File: src/rtl/usc_rv_int_wb_arb.sv
// Integer writeback arbiter: merges ALU, LSU and MDU results onto the single
// registered register-file write port. It also keeps a per-register pending
// scoreboard for RAW stalls and a saturating count of arbitration-loss cycles.
//
// Handshake (LSU and MDU): a transfer completes on a rising edge where
// vld & rdy = 1. rdy is combinational and may depend on vld. Once a source
// raises vld, it holds vld, atag and data stable until it sees rdy = 1.
// The ALU has no ready and is always accepted.
module usc_rv_int_wb_arb #(
   parameter int XLEN  = 32,
   parameter int NREG  = 32,
   parameter int CNT_W = 16
) (
   input  logic                     clk,
   input  logic                     reset,
   input  logic                     alu_vld,
   input  logic [$clog2(NREG)-1:0]  alu_atag,
   input  logic [XLEN-1:0]          alu_data,
   input  logic                     lsu_vld,
   output logic                     lsu_rdy,
   input  logic [$clog2(NREG)-1:0]  lsu_atag,
   input  logic [XLEN-1:0]          lsu_data,
   input  logic                     mdu_vld,
   output logic                     mdu_rdy,
   input  logic [$clog2(NREG)-1:0]  mdu_atag,
   input  logic [XLEN-1:0]          mdu_data,
   input  logic                     iss_vld,
   input  logic [$clog2(NREG)-1:0]  iss_atag,
   output logic                     wr_vld,
   output logic [$clog2(NREG)-1:0]  wr_atag,
   output logic [XLEN-1:0]          wr_data,
   output logic [NREG-1:0]          busy,
   output logic [CNT_W-1:0]         conflict_cnt
);

   localparam int TW = $clog2(NREG);

   // Round-robin pointer between LSU and MDU: 0 prefers LSU, 1 prefers MDU.
   logic             rr_q, rr_d;
   logic             wr_vld_q, wr_vld_d;
   logic [TW-1:0]    wr_atag_q, wr_atag_d;
   logic [XLEN-1:0]  wr_data_q, wr_data_d;
   logic [NREG-1:0]  busy_q, busy_d;
   logic [CNT_W-1:0] cnt_q, cnt_d;

   logic             gnt_alu, gnt_lsu, gnt_mdu, gnt_any, conflict;
   logic [TW-1:0]    sel_atag;
   logic [XLEN-1:0]  sel_data;

   // Grant: ALU has absolute priority, and the pointer breaks LSU/MDU ties.
   always_comb begin
      gnt_alu = alu_vld;
      gnt_lsu = !alu_vld && lsu_vld && (!mdu_vld || !rr_q);
      gnt_mdu = !alu_vld && mdu_vld && (!lsu_vld || rr_q);
      gnt_any = gnt_alu || gnt_lsu || gnt_mdu;
      // A valid LSU/MDU result left waiting this cycle is an arbitration loss.
      conflict = (lsu_vld && !gnt_lsu) || (mdu_vld && !gnt_mdu);
   end

   // Mux the winning source onto the write-port inputs.
   always_comb begin
      sel_atag = alu_atag;
      sel_data = alu_data;
      if (gnt_lsu) begin
         sel_atag = lsu_atag;
         sel_data = lsu_data;
      end else if (gnt_mdu) begin
         sel_atag = mdu_atag;
         sel_data = mdu_data;
      end
   end

   // Next-state: write port, pointer, scoreboard and conflict counter.
   always_comb begin
      // Writes to x0 complete the handshake but never reach the RF.
      wr_vld_d  = gnt_any && (sel_atag != '0);
      wr_atag_d = wr_vld_d ? sel_atag : wr_atag_q;
      wr_data_d = wr_vld_d ? sel_data : wr_data_q;

      rr_d = rr_q;
      if (gnt_lsu) begin
         rr_d = 1'b1;
      end else if (gnt_mdu) begin
         rr_d = 1'b0;
      end

      // Clear first, then set, so a same-register race leaves the bit pending.
      busy_d = busy_q;
      if (wr_vld_q) begin
         busy_d[wr_atag_q] = 1'b0;
      end
      if (iss_vld && (iss_atag != '0)) begin
         busy_d[iss_atag] = 1'b1;
      end
      busy_d[0] = 1'b0;

      cnt_d = cnt_q;
      if (conflict && (cnt_q != '1)) begin
         cnt_d = cnt_q + CNT_W'(1);
      end
   end

   // State registers with synchronous reset; reset drops any in-flight result.
   always_ff @(posedge clk) begin
      if (reset) begin
         rr_q      <= 1'b0;
         wr_vld_q  <= 1'b0;
         wr_atag_q <= '0;
         wr_data_q <= '0;
         busy_q    <= '0;
         cnt_q     <= '0;
      end else begin
         rr_q      <= rr_d;
         wr_vld_q  <= wr_vld_d;
         wr_atag_q <= wr_atag_d;
         wr_data_q <= wr_data_d;
         busy_q    <= busy_d;
         cnt_q     <= cnt_d;
      end
   end

   assign lsu_rdy      = gnt_lsu;
   assign mdu_rdy      = gnt_mdu;
   assign wr_vld       = wr_vld_q;
   assign wr_atag      = wr_atag_q;
   assign wr_data      = wr_data_q;
   assign busy         = busy_q;
   assign conflict_cnt = cnt_q;

endmodule

File: config.mk
export PLATFORM = sky130hd
export DESIGN_NAME = usc_rv_int_wb_arb
export DESIGN_NICKNAME = d
export VERILOG_FILES = /design/src/rtl/usc_rv_int_wb_arb.sv
export SDC_FILE = /design/constraint.sdc
export NUM_CORES = 1
export LEC_CHECK = 0
export BUFFER_PORTS_ARGS = -buffer_cell sky130_fd_sc_hd__buf_2
export CELL_PAD_IN_SITES_DETAIL_PLACEMENT = 0
export CELL_PAD_IN_SITES_GLOBAL_PLACEMENT = 1
export CORE_AREA = 8 8 143 145
export DETAILED_ROUTE_END_ITERATION = 8
export DIE_AREA = 0 0 151 153
export PLACE_DENSITY = 0.59
export SLEW_MARGIN = 30
export SYNTH_ARGS = -nofsm -noshare
export SYNTH_HDL_FRONTEND = slang
export SYNTH_SLANG_ARGS = --single-unit
File: constraint.sdc
create_clock -name clk -period 2.34 [get_ports clk]
set_clock_uncertainty 0.15 [all_clocks]
set_input_delay 0.117 -clock clk [delete_from_list [all_inputs] [get_ports clk]]
set_output_delay 0.117 -clock clk [all_outputs]
set_load 0.01 [all_outputs]
* Yosys cells after proc, flatten, opt, wreduce, memory -nomap -nowiden *
Cells that the tools add are included.

storage, ports and cells
  register bits after elaboration = 87
  bits in latches = 0
  bits in writable memories = 0
  ROM bits = 0
  input bits = 122
  logic and storage cells = 53
  memories kept = 0

cells by class
  add/sub/neg operators = 1
  multipliers = 0
  divide/modulo/power cells = 0
  order comparisons = 4
  eq/ne operators = 1
  shift-type cells = 0
  muxes and demuxes = 12
  bitwise operators = 3
  reduce and logical (&&, ||, !) cells = 25

operator list
  kind                   count
  $mux 32                4
  $and 32x32->32         1
  $not 32->32            1
  $or 32x32->32          1
  $add 16x1->16 const B  1
  $ne 16x16->1 const B   1
  $lt 5x6->1 const B     2
  $logic_and 1x1->1      11
  $demux 1 s5            2
  $ge 5x1->1 const B     2
  $mux 5                 2
  $reduce_bool 5->1      2
  $logic_not 1->1        6
  $logic_or 1x1->1       5
  $mux 1                 4
  $reduce_bool 2->1      1

* Longest topological paths before layout *
  depth in word-level cells = 9
  depth in mapped cells = 8

* Least setup slack after synthesis *
No wires, ideal clock.

  kind = register -> register
  start = register rr_q
  end = register wr_data_q[10], in the netlist wr_data[10]
  setup time = 0.072 ns
  arrival = 1.807 ns
  required time = 2.118 ns
  slack = 0.312 ns
  cell stages (with the launch flop) = 9
  buffers on the path = 3
  cell sequence = dfxtp_1 -> nand2b_1 -> buf_6 -> a2111oi_4 -> o2111ai_1 -> a32oi_1 -> buf_6 -> buf_12 -> mux2i_1

between the ends
  longest elaborated chain between the ends = 6
  elaborated cells on any way between the ends = 13
  classes of those cells = 4 x mux; 9 x reduce/logical

ends and longest elaborated chain
  item                                                   RTL line  RTL
  start: declaration                                     39        logic rr_q, rr_d;
  start signal: assignment                               113       rr_q <= rr_d;
  $logic_or 1x1->1 or $logic_not 1->1 (tied branches)    54, 53
  $logic_and 1x1->1 or $logic_or 1x1->1 (tied branches)  54, 53
  $mux 5 or $logic_and 1x1->1 (tied branches)            67, 53
  $mux 5 or $logic_or 1x1->1 (tied branches)             64, 55
  $reduce_bool 5->1 or $logic_or 1x1->1 (tied branches)  76, 55
  $logic_and 1x1->1                                      76        wr_vld_d = gnt_any && (sel_atag != '0);
  end signal: assignment                                 116       wr_data_q <= wr_data_d;
  end: declaration                                       42        logic [XLEN-1:0] wr_data_q, wr_data_d;

Parallel ways exist; a longest one is shown, timed or not.
A chain may end at the register's enable or synchronous reset.

* Worst setup path in the final report *
  start = register rr_q
  end = register wr_data_q[22], in the netlist wr_data[22]

Same word-level chain as after synthesis.

==> out/metrics.yaml <==
p_switching_mw: 1.04
post-route-min-period_ns: 2.17
synthArstFlopShare_pct: 0
drt_iter0_markers: 170
power.static_leakage_nw: 2.60
endpoint_kind: "flop"
synth-edff-count: 0
vias_per_cell: 4.87
overflow: 0
routedWlPerCell_um: 17.7
synth_area_um2: 4450
antenna_found_initial: 4
grt_pass1_vias: 5151
numPortBuffers: 208
wl_mm: 17.6
synth_fp_nets: 680
power.density_nw_per_um2: 618
peakVddDrop_uv: 309
grt_setup_unrepaired: "no"
highest_layer: "met5"
grt_pass1_wl_mm: 27.4
syn_area_per_cell_um2: 7.99
synthDistinctLibCells: 47
routed-wl-met3_mm: 1.69
routed-via-count: 4843
htreeDepth: 3
run_status: "complete, no violations"
finalCritPeriodShare_pct: 92.6
tightest_slew_ns: 0.720
die_h_um: 153
placed_cell_area_um2: 5730
clock_sinks: 86
grt_max_degree: 55
hpwlAfterDp_mm: 13.7
critical_path.slowest_cell: "dfxtp_1"
worstPathRequired_ns: 2.47
track_usage_pct: 14.9
worstPathArrival_ns: 2.29
num-nets-final: 879
core_area_um2: 18300
finish.instance_area_um2: 6070
drive_above_1_share_pct: 32.4
slew_violations: 0
synthCells: 557
fmax_mhz: 461
synthToLayoutAreaGrowth_pct: 36.4
cts_setup_buffers: 0
antenna-diode-count: 0
insertion_delay_ns: 0.35
dr.pass1.iters: 4
hp-class: "primary input to flop"
die_w_um: 151
sw_frac_of_total_pct: 27.8
setup_viol: 0
cts_buffers: 9
hold_viol: 0
ys.flop_type: "dfxtp_1"
cts_resized: 0
drc_errors: 0
intPower_mw: 2.71
crit_type: "flop to flop"
ctsLongestPathBuffers: 2
p_seq_share_pct: 42.7
ioPinCount: 210
cp_cell_sequence: "nand2b_2 -> a2111oi_4 -> o2111ai_1 -> a32oi_4 -> buf_12 -> mux2i_1"
ys_ff_latch: 86
cap_violations: 0
cts_tree: "built"
rows: 50
slowest_delay_ns: 0.34
pwr-share-comb_pct: 17.4
ys_seq_area_share_pct: 38.7
critPathLaunchType: "flop"
ys_warn_count: 0
slew_headroom_pct: 51.8
wl_met1_mm: 7.60
route.met2.wl_mm: 7.99
cts_root_buf: "clkbuf_16"
dieArea_um2: 23100
initial_utilization_pct: 24.4
clkTransAtPathRegs_ns: 0.07
tns_ns: 0
antenna_left: 0
clkPwrFrac_pct: 39.9
worstPathMaxFanout: 26
gp_congestion: 0.799
per-stage QoR:
stage	std cells	utilization (%)	hold slack, ns	setup WS (ns)	power, mW
floorplan	557	-	0.164	0.312	1.98
global placement	976	31.4	0.293	0.266	2.28
detailed placement	976	31.4	0.299	0.186	2.29
CTS	994	33.2	0.0115	0.161	3.81
global route	994	33.2	0.0311	0.0354	3.93
finish	994	33.2	0.0194	0.172	3.75
synthesized netlist by cell type, drive strengths merged (3+ instances only):
cell    number  area [um2]
a21oi       37         185
nand3b       6        45.0
dfxtp       86        1720
nand3       42         210
mux2i       36         360
nor2        56         210
nor2b        3        18.8
nor3         3        15.0
a311o       32         320
nand4        5        31.3
buf         15         129
o21ai       36         180
nand2      112         420
xnor2       14         123
clkbuf      22        82.6
nor3b        4        30.0
nor4         5        31.3
a32o         4        40.0
and3         3        18.8
a211oi       5        37.5
inv          7        26.3
power groups by stage:
| stage | Combinational [mW] | Clock, mW | Sequential (mW) |
|---|---|---|---|
| 4_1_cts | 0.662 | 1.54 | 1.60 |
| 6_report | 0.651 | 1.50 | 1.60 |
| 3_5_place_dp | 0.655 | 0 | 1.64 |
| 2_1_floorplan | 0.317 | 0 | 1.66 |
| 5_1_grt | 0.720 | 1.59 | 1.61 |
| 3_3_place_gp | 0.648 | 0 | 1.63 |
sequential cells by signal (all words and copies together), names as in the netlist:
signal,flops
conflict_cnt,16
wr_vld,1
busy,31
wr_atag,5
wr_data,32
rr_q,1
cell usage in the layout, fill, tap and decap left out, types with 5 or more instances in the layout:
master     instances
buf_2            208
nand2_1          111
dfxtp_1           86
nor2_1            56
nand3_1           42
a21oi_1           37
mux2i_1           36
o21ai_0           35
a311o_1           32
xnor2_1           14
buf_4             12
clkbuf_16          9
inv_1              6
nand3b_1           6
nor4_1             5
nand4_1            5
a211oi_1           5
metal layers:
metal	track usage (%)	vias up
met5	0	-
met4	4.90	8
met3	5.67	26
met2	24.5	206
met1	17.5	2221
li1	-	2382
critical path: cells and delay by family, from the launching register on:
family / cells / cell delay (ns)
buffers and inverters: 1 / 0.25
muxes: 1 / 0.22
DFF: 1 / 0.34
and+or+nand+nor: 1 / 0.21
AOI/OAI and AO/OA: 3 / 0.92
cells by family (layout without fill, tap and decap cells):
kind of cell               count (synthesis)  after routing  share of synthesized area [%]
muxes                                     36             36                           8.10
AOI/OAI and AO/OA                        121            121                           18.9
adders and majority gates                  2              2                          0.506
DFF                                       86             86                           38.7
xor gates and xnor gates                  14             14                           2.76
other                                      1              1                         0.0843
buffers and inverters                     45            248                           5.43
and+or+nand+nor                          252            252                           25.6
area by class of cell:
class,count,area (um2)
inverters,8,30.0
fillers,1982,12200
well taps,234,293
clock buffers,11,253
multi-input cells,426,2520
flip-flops and latches,86,1720
repair buffers,225,1200
clock inverters,4,55.1
final timing paths:
path / to / start / slack, ns / cells after the start
min: wr_data[2]$_SDFFE_PP0P_ / alu_data[2] / 0.02 / 4
max: wr_data[22]$_SDFFE_PP0P_ / rr_q$_SDFFE_PP0P_ / 0.17 / 6
max reg2reg: wr_data[22]$_SDFFE_PP0P_ / rr_q$_SDFFE_PP0P_ / 0.17 / 6
min reg2reg: wr_data[16]$_SDFFE_PP0P_ / wr_data[16]$_SDFFE_PP0P_ / 0.30 / 2
what timing repair did:
action,in CTS,in global routing
endpoints found under the setup margin,0,0
hold buffers,3,0
endpoints found under the hold margin,3,0
Power figures use the tool's default switching activity.
